$ cat src/rtl/baud_gen_frac.sv
// Fractional baud-rate generator: divisor down-counter with a fractional carry accumulator,
// producing an oversample tick, a once-per-bit baud tick and a 50% duty baud square wave.
module baud_gen_frac #(
    parameter int DIV_W  = 16,
    parameter int FRAC_W = 4,
    parameter int OVS    = 16
) (
    input  logic              clk,
    input  logic              rst_n,
    input  logic              en,
    input  logic              ld,
    input  logic [7:0]        dll,
    input  logic [DIV_W-9:0]  dlh,
    input  logic [FRAC_W-1:0] dlf,
    output logic              tick,
    output logic              baud_tick,
    output logic              br,
    output logic              div_zero
);

    localparam int CNT_W = DIV_W + 1;
    localparam int SUB_W = (OVS > 2) ? $clog2(OVS) : 1;
    localparam logic [SUB_W-1:0] SUB_LAST = SUB_W'(OVS - 1);
    localparam logic [SUB_W-1:0] SUB_HALF = SUB_W'(OVS / 2 - 1);

    logic [DIV_W-1:0]  ds_q, ds_d;
    logic [FRAC_W-1:0] fs_q, fs_d;
    logic [CNT_W-1:0]  cnt_q, cnt_d;
    logic [FRAC_W-1:0] acc_q, acc_d;
    logic [SUB_W-1:0]  sub_q, sub_d;
    logic              br_q, br_d;

    logic [DIV_W-1:0]  d_in;
    logic [FRAC_W:0]   frac_sum;

    assign d_in      = {dlh, dll};
    assign div_zero  = (ds_q == '0);
    assign tick      = en && !div_zero && (cnt_q == '0);
    assign baud_tick = tick && (sub_q == SUB_LAST);
    assign br        = br_q;
    assign frac_sum  = {1'b0, acc_q} + {1'b0, fs_q};

    always_comb begin
        ds_d  = ds_q;
        fs_d  = fs_q;
        cnt_d = cnt_q;
        acc_d = acc_q;
        sub_d = sub_q;
        br_d  = br_q;
        // A load restarts the period even if the current cycle is a tick; the tick is dropped.
        if (ld) begin
            ds_d  = d_in;
            fs_d  = dlf;
            cnt_d = {1'b0, d_in} - CNT_W'(1);
            acc_d = '0;
            sub_d = '0;
            br_d  = 1'b0;
        end else if (en && !div_zero) begin
            if (cnt_q != '0) begin
                cnt_d = cnt_q - CNT_W'(1);
            end else begin
                acc_d = frac_sum[FRAC_W-1:0];
                cnt_d = {1'b0, ds_q} - CNT_W'(1) + CNT_W'(frac_sum[FRAC_W]);
                sub_d = (sub_q == SUB_LAST) ? '0 : sub_q + SUB_W'(1);
                if (sub_q == SUB_HALF || sub_q == SUB_LAST) begin
                    br_d = ~br_q;
                end
            end
        end
    end

    always_ff @(posedge clk or negedge rst_n) begin
        if (!rst_n) begin
            ds_q  <= '0;
            fs_q  <= '0;
            cnt_q <= '0;
            acc_q <= '0;
            sub_q <= '0;
            br_q  <= 1'b0;
        end else begin
            ds_q  <= ds_d;
            fs_q  <= fs_d;
            cnt_q <= cnt_d;
            acc_q <= acc_d;
            sub_q <= sub_d;
            br_q  <= br_d;
        end
    end

endmodule

$ cat config.mk
export PLATFORM = sky130hd
export DESIGN_NAME = baud_gen_frac
export DESIGN_NICKNAME = d
export VERILOG_FILES = /design/src/rtl/baud_gen_frac.sv
export SDC_FILE = /design/constraint.sdc
export NUM_CORES = 1
export LEC_CHECK = 0
export ABC_AREA = 1
export CAP_MARGIN = 10
export CORE_MARGIN = 2
export CORE_UTILIZATION = 35
export DETAILED_ROUTE_END_ITERATION = 10
export PLACE_DENSITY = 0.55
export SYNTH_ARGS = -nofsm -noshare
export SYNTH_HDL_FRONTEND = slang
export SYNTH_SLANG_ARGS = --single-unit
export TNS_END_PERCENT = 30
$ cat constraint.sdc
create_clock -name clk -period 3.9 [get_ports clk]
set_clock_uncertainty 0.2 [all_clocks]
set_input_delay 0.975 -clock clk [delete_from_list [all_inputs] [get_ports clk]]
set_output_delay 0.975 -clock clk [all_outputs]
set_load 0.02 [all_outputs]
Yosys cells after proc, flatten, opt, wreduce, memory -nomap -nowiden
Cells that the tools add are included.
- bits in registers: 46
- input port bits: 24
- word-level logic and storage cells: 42
- $add $sub $neg: 6
- equality and inequality tests: 3
- muxes and demuxes: 14
- bitwise operators: 1
- reductions and logical operators: 12
- operators with widths (operator ; count):
    17-bit two-way mux ; 3
    16-bit by 1-bit subtractor with 17-bit output (second input constant) ; 2
    4-bit two-way mux ; 7
    17-bit by 1-bit adder with 17-bit output ; 1
    17-bit logical NOT ; 1
    17-bit nonzero test ; 1
    17-bit by 1-bit subtractor with 17-bit output (second input constant) ; 1
    16-bit logical NOT ; 1
    4-bit by 4-bit adder with 5-bit output ; 1
    4-bit by 1-bit adder with 4-bit output (second input constant) ; 1
    4-bit by 3-bit == test with 1-bit output (second input constant) ; 1
    4-bit == test (second input constant) ; 1
    1-bit two-way mux ; 4
    2-bit nonzero test ; 2
    1-bit logical AND ; 3
    3-bit AND reduction ; 1
    2-bit != test (second input constant) ; 1
    2-bit AND reduction ; 1
    1-bit logical NOT ; 1
    1-bit logical OR ; 1
    1-bit inverter ; 1

Logic depth before layout (Yosys ltp)
- depth in word-level cells: 6
- gate-level depth with buffers: 17

Worst setup path before layout
No wires, ideal clock.
- path type: register to output
- start point: register cnt_q[0]
- end point: output baud_tick
- arrival: 1.596 ns
- path slack: 1.129 ns
- cell stages (with the launch flop): 9
- path buffers: 0
- cell sequence: dfrtp_1 > inv_1 > ha_1 > nand2_2 > nor2_8 > nand4_4 > nor2_4 > nand2_1 > nor2_1
- word-level cells in the longest chain between the ends: 3
- RTL lines (what ; line ; RTL):
    start: declaration ; 28 ; logic [CNT_W-1:0] cnt_q, cnt_d;
    start signal: assignment ; 83 ; cnt_q <= cnt_d;
    17-bit logical NOT ; 38 ; assign tick = en && !div_zero && (cnt_q == '0);
    1-bit logical AND ; 38 ;
    1-bit logical AND ; 39 ; assign baud_tick = tick && (sub_q == SUB_LAST);
    end: declaration ; 16 ; output logic baud_tick,
No other way between the ends.

Worst setup path in the final report
- start point: input en
- end point: output baud_tick
- word-level cells in the longest chain between the ends: 3
- RTL lines (what ; line ; RTL):
    start: declaration ; 10 ; input logic en,
    1-bit logical AND (2 in series) ; 38 ;
    1-bit logical AND ; 39 ;
No other way between the ends.

==> metrics.cfg <==
[sta]
setup_slack_ns = 0.166
hold_slack_ns = 0.286
rsz0062_at_grt = false
slew_violations = 0
clock.fmax_ghz = 0.268
finalHoldViolations = 0
setup_viol = 0
max_slew_margin = 0.443
finalSetupTns_ns = 0
worst_pin_slew_ns = 0.835
period_needed_ns = 3.73
fin_crit_sh = 0.957

[route]
drt_iter0_markers = 151
wl_per_cell_microns = 13.8
antenna_left = 0
dr.pass1.iters = 4
drc_errors = 0
vias = 3297
vias_per_cell = 4.88
wirelength_mm = 9.35

[logic_synthesis]
synth.area.top_cells = dfrtp_1 (33%), nand2_1 (18%), nand3_1 (7.5%), nor2_1 (7.2%), inv_1 (6.3%)
netlist_top_cells_count = nand2_1 (163), nor2_1 (66), inv_1 (58), nand3_1 (52), dfrtp_1 (46)
synth_compound_area_frac = 0.0807
synth_top_family_by_area = simple AND/OR/NAND/NOR gates
synth-edff-count = 0
synth-seq-cells = 46
synth_area_per_cell_sq_um = 6.70
ys.flop_type = dfrtp_1
muxShareOfSynthArea = 0
ys_warn_count = 0
synthMostInstantiatedCell = nand2_1
syn_nets = 550
synth_xor_area_frac = 0.0532
async_reset_ff_frac = 1.00
netlist_area_sq_um = 3460
synthAdderAreaFrac = 0.0384
synth_seq_area_share = 0.333
synth_top_area_frac = 0.333
syn_inst = 516
ys_types = 34
synthSimpleGateAreaFrac = 0.405
yosysTopAreaCell = dfrtp_1

[placed_design]
placed_cells = 668
portBuffers = 27
place_congestion = 0.935
dpl.hpwl_mm = 7.16
dp_slack_ns = 0.184
dpl_cell_area_sq_um = 3850

[layout]
multi_input_area_sq_um = 1990
nets = 576
drive_above_1_share = 0.0737
final_area_sq_um = 3940
areaGrowthSynthToFinish_pct = 14.0
fillers = 1034
final_cells = 676
regArea_sq_um = 1150
diodes = 0
final_util = 0.407

[clock_tree]
cts_sinks = 46
clock_latency_ns = 0.31
htreeDepth = 2
ctsHoldBuffers = 0
cts_tree = built
cts.clk_slew.worst_paths_ns = 0.09
cts_resized = 0
root_buffer = clkbuf_8
cts_post_setup_buffers_inserted = 0
cts_buffer_depth = 2
numCtsBuffers = 5

[global_routing]
grt-ovfl-total = 0
grt_use_total = 0.188
grt_pass1_wl_mm = 15.5
grt_max_degree = 41
grt_pass1_vias = 3234
grt_antenna_before_repair = 0

[worst_setup_path]
worstSetupEndpointType = primary output
critPathMaxFanout = 3
worstSetupPathType = input pin to primary output
arrival_ns = 2.56
worst-endpoint-required_ns = 2.72
worst_setup_path_start_kind = input pin

[pwr]
p_sw_frac = 0.338
irDropWorstVdd_mv = 0.130
p_seq_frac = 0.486
power_density_nw_per_um2 = 294
switchingPower_uw = 392
p_leak_nw = 1.93
power_frac_clock = 0.273
total_power_mw = 1.16
p_int_uw = 765
combPwrFrac = 0.241

[floorplanning]
boundaryPins = 28
dieArea_sq_um = 10700
rows = 36
core_area_sq_um = 9680
die_y_microns = 103
fp.dieW_microns = 103
start_util = 0.357

[status]
status = completed

[run]
maxCapViolCount = 0

[min_path]
min_path_type = flip-flop to flip-flop

## metal layers
metal / vias to the layer above / global-route usage / share of wire
li1: 1678 / - / -
met4: 0 / 0.0769 / 0.028
met3: 17 / 0.0262 / 0.033
met2: 63 / 0.317 / 0.47
met5: - / 0 / 0
met1: 1539 / 0.243 / 0.47
## critical path, stage by stage
cell	delay, ns
clkdlybuf4s50_1	0.56
nand2_2	0.11
nor2_4	0.13
nand2_1	0.08
nor2_1	0.09
clkdlybuf4s50_1	0.61
## cell usage in the layout (no fill, tap or decap), types with 2 or more instances in the layout
cell type        Yosys  final
nand3_2              2      2
inv_2                4      4
nor2_2               5      5
o21ai_0             24     24
buf_4                1      5
nor3_2               2      2
a21oi_1             16     16
nand3_1             52     52
inv_1               58     58
nor2_4               4      4
clkbuf_8             0      6
o211ai_1             4      4
nor3_1               2      2
dfrtp_1             46     46
clkdlybuf4s50_1      0     26
nand4_1              6      6
nand2_1            163    163
nand3b_1             2      2
a21oi_2              2      2
o21ai_1              2      2
nand4_4              2      2
nor2_1              66     66
xnor2_1              5      5
xor2_1              16     16
nand2_2              5      5
ha_1                 9      9
## logic make-up (layout without fill, tap and decap cells)
kind of cell	count (synthesis)	in the layout
xor+xnor	21	21
buf+inv	75	102
simple gates	313	313
flops	46	46
fa+ha+maj	10	10
compound gates	51	51
## final timing paths
kind	startpoint	endpoint	slack, ns	cells past startpoint
setup reg to reg	fs_q[0]	cnt_q[12]	0.76	16
min in group asynchronous	rst_n	ds_q[3]	0.54	1
setup / recovery	en	baud_tick	0.17	6
max in group asynchronous	rst_n	ds_q[10]	2.23	2
hold reg to reg	acc_q[3]	acc_q[3]	0.29	2
hold / removal	acc_q[3]	acc_q[3]	0.29	2
## cell type report
cell class,instances,area share
clock buffers,7,0.0219
well taps,133,0.0422
inverters,62,0.0591
flip-flops and latches,46,0.292
clock inverters,1,0.00127
repair buffers,32,0.0769
multi-input cells,395,0.506
## power groups by stage
stage	sequential (mW)	combinational (mW)	clock, mW
3_5_place_dp	0.571	0.279	0
5_1_grt	0.570	0.318	0.350
4_1_cts	0.562	0.281	0.330
6_report	0.562	0.279	0.316
3_3_place_gp	0.570	0.276	0
2_1_floorplan	0.561	0.190	0
## flip-flops by register name, summed over array words and instances (netlist names)
name and count:
sub_q 4, fs_q 4, br 1, acc_q 4, cnt_q 17, ds_q 16
No activity file was read; power rests on OpenSTA's default activity.
